--- src/rtl/cmd_pkg.sv ---
// cmd_pkg: opcodes, packet geometry and serializer states shared by the command packer and extractor
package cmd_pkg;
  localparam logic [1:0] OP_CREATE   = 2'd0;
  localparam logic [1:0] OP_ISSUE    = 2'd1;
  localparam logic [1:0] OP_TRANSFER = 2'd2;
  localparam logic [1:0] OP_REFER    = 2'd3;
  localparam int PKT_BYTES  = 13;
  localparam int OVERSAMPLE = 16;
  typedef enum logic [1:0] {TX_IDLE, TX_START, TX_DATA, TX_STOP} tx_state_e;
endpackage

--- src/rtl/cmd_packer_if.sv ---
// cmd_packer_if: command request and serial/status signals between a command unit and the packer
interface cmd_packer_if #(
  parameter int PAYLOAD_BYTES = 12
);
  logic                       start;
  logic [1:0]                 opcode;
  logic [8*PAYLOAD_BYTES-1:0] payload;
  logic                       dout;
  logic                       busy;
  logic                       done;
  modport master (output start, opcode, payload, input dout, busy, done);
  modport slave  (input start, opcode, payload, output dout, busy, done);
endinterface

--- src/rtl/uart_tx_byte.sv ---
// uart_tx_byte: 8N1 serializer for one byte; a load on the final stop tick chains the next byte gap-free
module uart_tx_byte import cmd_pkg::*; #(
  parameter int TICKS = OVERSAMPLE
) (
  input  logic       clk,
  input  logic       rst,
  input  logic       i_tick,
  input  logic       i_load,
  input  logic [7:0] i_data,
  output logic       o_dout,
  output logic       o_byte_done
);
  tx_state_e  r_state;
  logic [3:0] r_tick;
  logic [2:0] r_bit;
  logic [7:0] r_shift;
  logic       r_dout;
  logic       w_end;
  assign w_end       = i_tick && r_state != TX_IDLE && r_tick == 4'(TICKS - 1);
  assign o_byte_done = w_end && r_state == TX_STOP;
  assign o_dout      = r_dout;
  always_ff @(posedge clk) begin
    if (rst) begin
      r_state <= TX_IDLE;
      r_tick  <= 4'd0;
      r_bit   <= 3'd0;
      r_shift <= 8'd0;
      r_dout  <= 1'b1;
    end else begin
      r_tick <= w_end ? 4'd0 : r_tick + 4'(i_tick && r_state != TX_IDLE);
      if (i_load && (r_state == TX_IDLE || o_byte_done)) begin
        r_state <= TX_START;
        r_shift <= i_data;
        r_bit   <= 3'd0;
        r_dout  <= 1'b0;
      end else if (w_end) begin
        case (r_state)
          TX_START: begin
            r_state <= TX_DATA;
            r_dout  <= r_shift[0];
          end
          TX_DATA: begin
            r_bit   <= r_bit + 3'd1;
            r_shift <= r_shift >> 1;
            r_state <= r_bit == 3'd7 ? TX_STOP : TX_DATA;
            r_dout  <= r_bit == 3'd7 ? 1'b1 : r_shift[1];
          end
          default: r_state <= TX_IDLE;
        endcase
      end
    end
  end
endmodule

--- src/rtl/cmd_packer.sv ---
// cmd_packer: frames {payload, opcode} as a 13-byte packet and sends it as back-to-back 8N1 bytes
module cmd_packer #(
  parameter int PAYLOAD_BYTES = cmd_pkg::PKT_BYTES - 1,
  parameter int OVERSAMPLE    = cmd_pkg::OVERSAMPLE
) (
  input logic         clk,
  input logic         rst,
  input logic         tick_in,
  cmd_packer_if.slave cmd
);
  logic                       r_busy;
  logic                       r_done;
  logic [3:0]                 r_idx;
  logic [8*PAYLOAD_BYTES-1:0] r_buf;
  logic                       w_accept;
  logic                       w_last;
  logic                       w_load;
  logic                       w_byte_done;
  logic [7:0]                 w_data;
  // r_done blocks acceptance so a start coinciding with done waits one cycle
  assign w_accept = cmd.start && !r_busy && !r_done;
  assign w_last   = r_idx == 4'(PAYLOAD_BYTES);
  assign w_load   = w_accept || (w_byte_done && !w_last);
  assign w_data   = r_busy ? r_buf[7:0] : {6'b0, cmd.opcode};
  assign cmd.busy = r_busy;
  assign cmd.done = r_done;
  uart_tx_byte #(.TICKS(OVERSAMPLE)) u_tx (
    .clk         (clk),
    .rst         (rst),
    .i_tick      (tick_in),
    .i_load      (w_load),
    .i_data      (w_data),
    .o_dout      (cmd.dout),
    .o_byte_done (w_byte_done)
  );
  // opcode byte goes straight to the serializer; the buffer holds only payload, shifted down per byte
  always_ff @(posedge clk) begin
    if (rst) begin
      r_busy <= 1'b0;
      r_done <= 1'b0;
      r_idx  <= 4'd0;
      r_buf  <= '0;
    end else begin
      r_done <= w_byte_done && w_last;
      if (w_accept) begin
        r_busy <= 1'b1;
        r_idx  <= 4'd0;
        r_buf  <= cmd.payload;
      end else if (w_byte_done) begin
        r_busy <= !w_last;
        r_idx  <= w_last ? r_idx : r_idx + 4'd1;
        r_buf  <= r_buf >> 8;
      end
    end
  end
endmodule

--- src/flat_wrapper.sv ---
// flat-port wrapper written by rule: the top's interface ports become plain ports
module cmd_packer_flat 
#(
  parameter int PAYLOAD_BYTES = cmd_pkg::PKT_BYTES - 1,
  parameter int OVERSAMPLE    = cmd_pkg::OVERSAMPLE
)
  (clk, rst, tick_in, cmd_start, cmd_opcode, cmd_payload, cmd_dout, cmd_busy, cmd_done);
  cmd_packer_if #(.PAYLOAD_BYTES(PAYLOAD_BYTES)) cmd_i ();
  input logic clk;
  input logic rst;
  input logic tick_in;
  input wire logic [$bits(cmd_i.start)-1:0] cmd_start;
  input wire logic [$bits(cmd_i.opcode)-1:0] cmd_opcode;
  input wire logic [$bits(cmd_i.payload)-1:0] cmd_payload;
  output wire logic [$bits(cmd_i.dout)-1:0] cmd_dout;
  output wire logic [$bits(cmd_i.busy)-1:0] cmd_busy;
  output wire logic [$bits(cmd_i.done)-1:0] cmd_done;
  assign cmd_i.start = cmd_start;
  assign cmd_i.opcode = cmd_opcode;
  assign cmd_i.payload = cmd_payload;
  assign cmd_dout = cmd_i.dout;
  assign cmd_busy = cmd_i.busy;
  assign cmd_done = cmd_i.done;
  cmd_packer #(.PAYLOAD_BYTES(PAYLOAD_BYTES), .OVERSAMPLE(OVERSAMPLE)) u_core (.clk(clk), .rst(rst), .tick_in(tick_in), .cmd(cmd_i));
endmodule
--- config.mk ---
export PLATFORM = sky130hd
export DESIGN_NAME = cmd_packer_flat
export DESIGN_NICKNAME = d
export VERILOG_FILES = /design/src/rtl/cmd_pkg.sv /design/src/rtl/cmd_packer_if.sv /design/src/rtl/uart_tx_byte.sv /design/src/rtl/cmd_packer.sv /design/src/flat_wrapper.sv
export SDC_FILE = /design/constraint.sdc
export NUM_CORES = 1
export LEC_CHECK = 0
export CORE_UTILIZATION = 57
export CTS_CLUSTER_SIZE = 12
export DETAILED_ROUTE_END_ITERATION = 8
export PLACE_DENSITY = 0.92
export SLEW_MARGIN = 15
export SYNTH_ARGS = -nofsm -noshare
export SYNTH_HDL_FRONTEND = slang
export SYNTH_HIERARCHICAL = 1
export SYNTH_SLANG_ARGS = --single-unit
--- constraint.sdc ---
create_clock -name clk -period 8.37 [get_ports clk]
set_clock_uncertainty 0.05 [all_clocks]
set_input_delay 1.2555 -clock clk [delete_from_list [all_inputs] [get_ports clk]]
set_output_delay 1.2555 -clock clk [all_outputs]
set_load 0.02 [all_outputs]
Word level (Yosys, flattened, before mapping)
Index checks and enable logic that the tools add are counted.
{"block": "word_totals", "ff_bits": 120, "latchBits": 0, "ram_bits": 0, "rom_bits": 0, "output_inout_bits": 3, "elab_cells": 62, "mem_count": 0}
{"block": "classes", "addsub": 3, "n_mul": 0, "div_mod_pow": 0, "order_cmp": 0, "n_eq_ne": 6, "n_shift": 0, "mux": 16, "bitwise_logic": 1, "n_reduce_logical": 26}
{"cell": "96-bit 2-to-1 mux", "n": 2}
{"cell": "8-bit 2-to-1 mux", "n": 4}
{"cell": "4-bit == test (second input constant)", "n": 2}
{"cell": "1-bit logical AND", "n": 8}
{"cell": "1-bit 2-to-1 mux", "n": 8}
{"cell": "2-bit AND reduction", "n": 4}
{"cell": "2-bit nonzero test", "n": 4}
{"cell": "2-bit OR reduction", "n": 3}
{"cell": "4-bit by 1-bit adder with 4-bit output", "n": 1}
{"cell": "4-bit by 1-bit adder with 4-bit output (second input constant)", "n": 1}
{"cell": "2-bit == test (second input constant)", "n": 2}
{"cell": "2-bit one-hot mux with 2 select lines", "n": 1}
{"cell": "3-bit by 1-bit adder with 3-bit output (second input constant)", "n": 1}
{"cell": "3-bit == test (second input constant)", "n": 1}
{"cell": "1-bit zero test", "n": 3}
{"cell": "3-bit nonzero test", "n": 1}
{"cell": "2-bit by 1-bit == test with 1-bit output (second input constant)", "n": 1}
{"cell": "2-bit zero test", "n": 1}
{"cell": "1-bit logical OR", "n": 2}
{"cell": "1-bit one-hot mux with 2 select lines", "n": 1}
{"cell": "1-bit NOT", "n": 1}

Longest topological paths before layout
Gate-level depths: netlist of the first run.
{"block": "depth", "word_depth": 9, "depth_mapped": 15, "depth_no_buf": 11}

Cells and area by module
The synthesis of the first run kept the hierarchy.
{"mod": "cmd_packer", "n_inst": 1, "cells_per_inst": 473, "area_per_inst_um2": 5019.8, "seq_area_each_um2": 2042.0}
{"mod": "uart_tx_byte", "n_inst": 1, "cells_per_inst": 95, "area_per_inst_um2": 900.9, "seq_area_each_um2": 360.3}

Worst setup path before layout of the first run
No wires, ideal clock.
{"block": "synth_timing", "path_type": "input-to-reg", "from": "in tick_in", "to": "reg u_core.u_tx.r_shift[7]", "setup_ns": 0.133, "arrival_ns": 3.233, "required_ns": 8.187, "slack_ns": 4.955, "cell_stages": 13, "path_cell_list": "and2b_1 > and3_2 > clkbuf_2 > and2_1 > buf_2 > clkbuf_1 > nand2_1 > nand2_1 > nand4_1 > o21a_1 > clkbuf_1 > nand3b_1 > a21oi_1"}
{"block": "synth_between", "elab_chain_len": 8}
{"element": "from (decl)", "line": "flat_wrapper.sv:11", "text": "input logic tick_in;"}
{"element": "1-bit logical AND (*) (2 in series)", "line": "uart_tx_byte.sv:19", "text": "assign w_end = i_tick && r_state != TX_IDLE && r_tick == 4'(TICKS - 1);"}
{"element": "1-bit logical AND (*)", "line": "uart_tx_byte.sv:20", "text": "assign o_byte_done = w_end && r_state == TX_STOP;"}
{"element": "net u_core.w_byte_done", "line": "cmd_packer.sv:18", "text": "logic w_byte_done;"}
{"element": "1-bit logical AND (*)", "line": "cmd_packer.sv:23", "text": "assign w_load = w_accept || (w_byte_done && !w_last);"}
{"element": "1-bit logical OR (*)", "line": "cmd_packer.sv:23"}
{"element": "net u_core.w_load", "line": "cmd_packer.sv:17", "text": "logic w_load;"}
{"element": "1-bit logical AND (*)", "line": "uart_tx_byte.sv:31", "text": "if (i_load && (r_state == TX_IDLE || o_byte_done)) begin"}
{"element": "2-bit nonzero test (no source line)"}
{"element": "2-bit AND reduction (no source line)"}
{"element": "to (signal assigned)", "line": "uart_tx_byte.sv:33", "text": "r_shift <= i_data;"}
{"element": "to (signal assigned)", "line": "uart_tx_byte.sv:44", "text": "r_shift <= r_shift >> 1;"}
{"element": "to (decl)", "line": "uart_tx_byte.sv:16", "text": "logic [7:0] r_shift;"}
The timed path passes the listed nets; every way through them passes the cells marked *.
A chain may end at the register's enable or synchronous reset.

Worst setup path after layout of the first run
{"block": "layout_timing", "from": "in cmd_start", "to": "reg u_core.r_idx[2]"}
{"block": "layout_between", "elab_chain_len": 3}
{"element": "from (decl)", "line": "flat_wrapper.sv:12", "text": "input wire logic [$bits(cmd_i.start)-1:0] cmd_start;"}
{"element": "1-bit logical AND (2 in series)", "line": "cmd_packer.sv:21", "text": "assign w_accept = cmd.start && !r_busy && !r_done;"}
{"element": "2-bit OR reduction (no source line)"}
{"element": "to (signal assigned)", "line": "cmd_packer.sv:51", "text": "r_idx <= w_last ? r_idx : r_idx + 4'd1;"}
{"element": "to (decl)", "line": "cmd_packer.sv:13", "text": "logic [3:0] r_idx;"}
No other way between the ends.

==> results of run 1 <==
## registers in the layout, indices dropped and copies added (netlist names)
name	count
u_core/u_tx/r_state	2
u_core/u_tx/r_bit	3
u_core/cmd.busy	1
u_core/r_buf	96
u_core/u_tx/r_tick	4
u_core/cmd.done	1
u_core/u_tx/o_dout	1
u_core/r_idx	4
u_core/u_tx/r_shift	8
## final timing paths
check / depth (start not counted) / to / from
min: 2 / u_core/u_tx/o_dout / u_core/u_tx/o_dout
max reg2reg: 8 / u_core/r_buf[40] / u_core/u_tx/r_state[0]
min reg2reg: 2 / u_core/u_tx/o_dout / u_core/u_tx/o_dout
max: 6 / u_core/r_idx[2] / cmd_start
## layout by cell type, fill, tap and decap left out, types with 2 or more instances in the layout
| cell | count |
|---|---|
| clkinv_2 | 3 |
| clkbuf_16 | 16 |
| mux2_2 | 2 |
| clkdlybuf4s50_1 | 103 |
| o21ai_0 | 3 |
| nor2_1 | 99 |
| clkbuf_1 | 3 |
| inv_1 | 6 |
| a211oi_1 | 8 |
| nand4_1 | 3 |
| and2_1 | 8 |
| buf_4 | 5 |
| bufinv_16 | 3 |
| mux2i_1 | 98 |
| nand2_1 | 14 |
| and3_1 | 2 |
| ha_1 | 10 |
| clkinvlp_4 | 2 |
| nand3_1 | 14 |
| a21oi_1 | 20 |
| a211oi_2 | 88 |
| nor3_1 | 9 |
| xnor2_1 | 2 |
| dfxtp_1 | 120 |
| clkbuf_8 | 4 |
## per-stage QoR
stage                     instance area, sq um  setup slack, ns
final                                     7390             4.44
after global routing                      7390             4.20
after CTS                                 7390             4.52
after detailed placement                  6810             4.04
after global placement                    6810             4.11
after floorplan                           5920             4.95
## layer usage
layer  share of wire, %  global-route usage, %  vias to the layer above
met5                  0                      0                        -
met4                1.7                   9.59                        0
met3                4.8                   6.64                       19
met2                 50                   42.1                      141
met1                 44                   30.9                     2163
li1                   -                      -                     2208
## critical path: cells and delay by family
kind / cells / cell delay (ns)
buf+inv: 3 / 2.20
simple gates: 3 / 0.75
## logic make-up (layout without fill, tap and decap cells)
group                    after synthesis  after routing
multiplexers                         100            100
adder cells (fa/ha/maj)               10             10
AO/OA/AOI/OAI                        121            121
AND/OR/NAND/NOR                      158            158
XOR/XNOR                               3              3
buffers and inverters                 56            145
flip-flops                           120            120
## where the power goes
group / total (uW) / internal (uW) / switching, uW
clock network: 719 / 474 / 245
logic: 196 / 99.6 / 96.4
registers: 644 / 616 / 28.7
total: 1560 / 1190 / 370
## layout make-up
class                           instances  share of cell area, %
Clock buffer                           23                   6.31
Multi-Input combinational cell        392                   42.6
Sequential cell                       120                   32.5
Tap cell                              133                   2.25
Timing Repair Buffer                  108                   14.5
Clock inverter                          8                   1.62
Inverter                                6                  0.305
==> results.txt, run 1 <==
The flow ran to the end, and the final reports show no timing, DRC or antenna violations. The number of hold violations in the final report came out at 0. The commonest cells after synthesis are dfxtp_1, nor2_1, mux2i_1. Averaged over all synthesized cells, the footprint is 10.4 sq um.

Dividing the detail-routed wire length by the instance count gives 17.1 um. The post-synth net total is 680. The post-layout total power came out at 1560 uW. The initial antenna violation count was 0. Measured against its own limit, the worst slew margin works out to 23.1%. The synthesized instance count is 568. The clock slew seen by the registers of the worst setup and hold paths came out at 0.06 ns. The setup path with the least slack is of type in -> reg. The initial standard-cell utilization of the core is 59.7%. In this run the power density over the cells is 211 nW/um^2. Entering global routing, the biggest net connects 96 pins. The die outline area came out at 10800 sq um. In the global route stage, overall resource usage came out at around a quarter. The overall die width came out at 104 um. The maximum net fanout on the critical path is 95. The final number of max-transition violations was 0. The count of hold buffers inserted by post-cts repair is 0. The signed area change from the synthesized netlist to the final layout came out at 24.9%.

The weighted congestion reported at the end of routability-driven placement is 0.801. The count of cells resized by post-cts repair came out at 0. The global-route wire length before repair is roughly 22000 um. For the worst setup path, the data required time is 8.75 ns. The final layout contains routed wiring with a total length of 13500 um. The post-synthesis share of cell area spent on full adders, half adders and majority gates came out at under 10%.

The count of buffers added by post-CTS timing repair for setup is 0. Static timing analysis puts the maximum clock frequency at 255 MHz. The number of global-route vias before repair was 4417. The sequential element share of the synthesized area came out at 40.6%. The post-synthesis sequential element count came out at 120. The maximum root-to-sink buffer count came out at 2. The total core area is between 9000 and 10000 sq um.

The post-synthesis instance area is 5920 sq um. For this run, the leading register cell type out of synthesis is dfxtp_1. The routed via count is 4531. Using the TritonRoute via totals, the vias-per-cell ratio works out to 5.74.

The deepest level of the CTS H-tree came out at 4. The cell that appears most often on the critical path is buf_4. Max-cap violations in this run came to 0. Counting tap cells, the placed design contains a total of approximately 760 instances. The share of async-settable or async-resettable flops after synthesis is 0%.

The area fraction in compound gates after synthesis came out at 21.8%. Summed over all nets, the half-perimeter wirelength after detailed placement is 8400 um. In the final design database the tool counted between 700 and 800 nets. TritonCTS built the clock tree.

At the pin with the least slew margin, the transition time is 1.15 ns. The post-route DRC violation count came out at 0. The area share of the largest cell type after synthesis is between 40 and 50%. The simple-gate share of the synthesized area is a little under an eighth. The total inserted antenna cells came out at 0. The post-route worst hold slack came out at 0.420 ns. The first detailed-routing pass took 5 iterations. The filler cell count in the final layout came out at 641. The number of standard cells in the layout, taps in and fillers out is 790. The library cell occupying the most area in the post-synthesis netlist is dfxtp_1. On the critical path, the stage with the largest delay is an instance of buf_4. Cells fill 74.6% of the core in the end. Yosys attributes the largest share of cell area to dfxtp_1, a211oi_2, mux2i_1, nor2_1, buf_6. Registers take 2400 sq um. For this block, the initial DRC count from the detailed router was around 240. The final number of setup-violating endpoints is 0. Setup repair after global routing left no endpoint under its margin.

Clock tree synthesis selected as its root buffer the cell clkbuf_8. The count of flip-flops with a built-in enable after synthesis is 0. The total number of yosys warnings is 6. Among all cell types in the netlist, the one instantiated most often is dfxtp_1. From bottom edge to top edge, the die measures approximately 100 um. The remaining global-route overflow came out at 0. The worst hold path belongs to the class reg -> reg. The multi-input gate area in the final layout is 3150 sq um. By area, the combinational part of the netlist is dominated by compound AO/OA/AOI/OAI gates. The portion of netlist area occupied by mux cells came out at 16.9%.

VDD sags by at most 0.136 mV. STA puts the critical path data arrival time at 4.31 ns. The clock sink count is 120. Walking the worst path, the cells encountered are clkdlybuf4s50_1 > or3b_4 > buf_4 > buf_4 > nand2b_1 > nor3_1. For the final routed database, the setup TNS stands at 0 ns.

The stage delay of the slowest cell on the critical path came out at 0.97 ns. The count of input and output buffers is between 100 and 150. STA classifies the critical path startpoint as a primary input. The final critical-path share of the clock period is between 40% and 50%. The number of CTS-inserted buffers came out at 17.

The parity-gate share of the synthesized area counting xor and xnor cells came out at less than 1%. The setup check on the worst reg-to-reg path leaves a slack of 4.94 ns. The share of layout cells above drive strength 1 is 19.5%. The row count came out at 36. The analysis attributes to cell leakage a power of roughly 0.0025 uW.

The detail route stage leaves a number of antenna-violating nets equal to 0. During I/O placement, the number of pins put on the boundary was 105. The number of distinct standard cells referenced by the synthesized netlist came out at 34. Clock latency on the worst-skew pair, taken at its later pin, is about 0.52 ns. The shortest period the worst path allows came out at 3.93 ns. STA classifies the critical path endpoint as a flip-flop.
Note: power is estimated with default switching activity, not from simulation.
==> inputs of run 2 (changes only) <==
- CORE_UTILIZATION: 57 -> 48
- PLACE_DENSITY: 0.92 -> 0.84
- clock period: 8.37 -> 3.18 ns (I/O delays scaled with it)
==> run 2 against run 1 <==
Worst hold slack better by 0.0070 ns. Critical path depth is 3 higher. Combinational power increased to 2.6 times the previous value. Global-route usage is 4.5 points lower. Sequential cell count is the same. Via count decreased by 2.3%.
==> results.txt, run 2 (same netlist as run 1, synthesis figures left out) <==
The count of buffers added by post-CTS timing repair for setup was 0 (unchanged). The deepest level of the CTS H-tree is 4 (unchanged). The clock root buffer is clkbuf_16. Compared with the post-synthesis result, the final layout area differs by 27.2%. TritonCTS built the clock tree. The final instance area is 7530 sq um (+1.9%). The required time of the worst setup path is 3.37 ns (-5.38 ns). The filler cell count in the final layout is 938 (+46%). The post-route DRC violation count was 0 (unchanged). The first-pass detailed-route iteration total came out at 6 (+1). The final number of setup-violating endpoints came to 0 (unchanged).

The number of CTS-inserted buffers came to 17 (unchanged). The reg-to-reg startpoint is u_core/u_tx/r_state[0]. The net count of the finished layout came out at 759 (+0.26%). The number of cells traversed by the worst hold path came out at 2 (unchanged). The overall die width came out at 113 um (+8.8%). The worst-case vdd ir drop came out at 0.289 mV (+110%). The combined flip-flop and latch cell area came out at 2400 sq um (unchanged).

The net switching share of the total power came out at 22.6% (-1.1 points). The path with the worst hold slack has its endpoint at u_core/r_buf[88]. The fraction of power consumed by the clock network is 48.3% (+2.2 points). The core occupancy in the finished layout came out at 62.7% (-12 points). The clock slew seen by the registers of the worst setup and hold paths came out at 0.06 ns (about the same). The aggregate negative setup slack came out at 0 ns (unchanged).

The number of buffer and inverter stages on the critical path is 3 (unchanged). STA classifies the critical path startpoint as a flip-flop. The initial standard-cell utilization of the core came to 49.3% (-10 points).

The number of flip-flops in the largest register is 96 (unchanged). By startpoint and endpoint, the worst setup path is classified as reg -> reg. The sequential group share of total power is 39.7% (-1.6 points). The total inserted antenna cells came to 0 (unchanged). The final number of max-transition violations came out at 0 (unchanged).

The total core area came out at 12000 sq um (+21%). The maximum clock frequency came out at ~380 MHz. The largest registers in the layout are u_core/r_buf x96, u_core/u_tx/r_shift x8. The final antenna-violating net count came out at 0 (unchanged).

The count of input and output buffers is 104 (unchanged). The clock sink count came to 120 (unchanged). The final critical-path share of the clock period is 83.2%.

The shortest period the worst path allows came out at 2.65 ns. The measured slew at the worst slew-check pin came out at 0.947 ns (-0.206 ns). The number of I/O pins came out at 105 (unchanged).

The later-pin clock latency in the skew report came out at 0.40 ns (-0.12 ns). The combinational power share came out at 12.0% (-0.6 points). The worst setup path is captured at a flip-flop. The arrival time of the worst setup path came out at 2.83 ns (-1.48 ns). The number of global-route vias before repair is 4367 (-1.1%). The via density per instance was 5.49 (-4.4%). The maximum net fanout on the critical path came out at 41 (-57%). The weighted congestion reported at the end of routability-driven placement came out at 0.821 (+2.5%). The power per standard cell area is 566 nW/um^2 (+170%). The number of cell instances on the worst register-to-register path was 9 (+1). The routed via count is 4427 (-2.3%).

The origin of the worst min-delay path is u_core/r_buf[88]. The stage delay of the slowest cell on the critical path was 0.38 ns (-0.59 ns). The detailed placement HPWL is 8710 um (+3.7%). The run finished with clean final reports. Ranked by flip-flop count, first place goes to u_core/r_buf. The initial antenna violation count is 0 (unchanged). The pin count of the biggest net entering global routing came to 186 (+94%). The die outline height is 113 um (+8.8%). The number of hold violations in the final report came out at 0 (unchanged). The most common cell after layout, fill and taps aside is dfxtp_1. The overall track demand over capacity in global routing is 20.6% (-4.5 points). The DRC violation total after the first TritonRoute iteration is 301 (+23%). The count of hold buffers inserted by post-cts repair is 0 (unchanged). The top cell types in the final layout, fill and taps aside, are dfxtp_1, clkdlybuf4s50_1, nor2_1. The placed standard-cell area is 6890 sq um (+1.2%). The total detailed-routing wirelength is 12900 um (-4.2%). The remaining global-route overflow is 0 (unchanged). The endpoint of the most critical register-to-register path is u_core/r_buf[9]. In this design, the largest share of critical-path delay is due to simple AND/OR/NAND/NOR gates. The maximum root-to-sink buffer count came out at 2 (unchanged).

The count of cells resized by post-cts repair is 0 (unchanged). The slack of the worst reg-to-reg path came out at 0.53 ns (-4.41 ns). The multi-input gate area in the final layout is 3150 sq um (unchanged). The net switching component of the power was 965 uW (+160%). The type of the tightest min-delay check is reg -> reg. The worst slew margin relative to its limit came out at 36.8% (+14 points). The standard cell with the maximum stage delay on the critical path is dfxtp_1. The internal power summed over all cells was 3300 uW (+180%). Setup repair after global routing left no endpoint under its margin. The leakage component of the power is 0.00252 uW (+2.3%). Traced cell by cell, the critical path runs through inv_1 > ha_1 > and2b_1 > and3_2 > and2_4 > buf_12 > buf_4 > mux2i_1 > a211oi_2.

The die outline area came out at 12800 sq um (+18%). The wire length per cell is 16.0 um (-6.2%). The share of layout cells above drive strength 1 is 19.8% (+0.37 points). The row count came out at 40 (+11%).

The global-route wire length before repair was 20900 um (-3.0%). The number of max-cap violations was 0 (unchanged).
run 2: worst register-to-register path, delay by kind of cell, from the launching register on:
family / cells / cell delay, ns
compound gates: 1 / 0.11
fa+ha+maj: 1 / 0.22
buf+inv: 3 / 0.70
flops: 1 / 0.38
mux: 1 / 0.28
simple gates: 3 / 0.74
run 2: final cells by class:
type	instances	share of cell area [%]
Clock buffer	25	6.71
Timing Repair Buffer	110	15.1
Multi-Input combinational cell	392	41.8
Sequential cell	120	31.9
Tap cell	147	2.44
Clock inverter	7	1.83
Inverter	6	0.299
run 2: metrics by stage:
step / instances / power, uW / worst slack (ns) / hold slack [ns]
after CTS: 807 / 4290 / 0.567 / 0.425
after global routing: 807 / 4420 / 0.373 / 0.451
after floorplan: 568 / 2050 / 0.336 / 0.398
after detailed placement: 775 / 2230 / 0.359 / 0.417
final: 807 / 4270 / 0.534 / 0.427
after global placement: 775 / 2210 / 0.457 / 0.405
run 2: power groups by stage:
stage / clock, uW / sequential (uW) / combinational [uW]
5_1_grt: 2160 / 1700 / 555
3_3_place_gp: 0 / 1720 / 493
3_5_place_dp: 0 / 1720 / 509
2_1_floorplan: 0 / 1690 / 355
4_1_cts: 2080 / 1690 / 514
6_report: 2060 / 1690 / 513
run 2: how the worst max path moves through the flow:
| stage | from | to | slack (ns) | depth (start not counted) |
|---|---|---|---|---|
| after floorplan | u_core/u_tx/r_state[0] | u_core/u_tx/r_shift[7] | 0.34 | 15 |
| after global placement | tick_in | u_core/r_buf[58] | 0.46 | 8 |
| after detailed placement | tick_in | u_core/r_buf[13] | 0.36 | 8 |
| after CTS | u_core/u_tx/r_state[0] | u_core/r_buf[9] | 0.57 | 9 |
| after global routing | u_core/u_tx/r_state[0] | u_core/r_buf[13] | 0.37 | 9 |
| final | u_core/u_tx/r_state[0] | u_core/r_buf[9] | 0.53 | 9 |
run 2: layer usage:
| metal | vias up | global-route usage, % | wire length (um) |
|---|---|---|---|
| li1 | 2208 | - | - |
| met1 | 2086 | 26.8 | 5940 |
| met2 | 122 | 34.8 | 6370 |
| met3 | 11 | 3.80 | 503 |
| met4 | 0 | 6.58 | 98 |
| met5 | - | 0 | 0 |
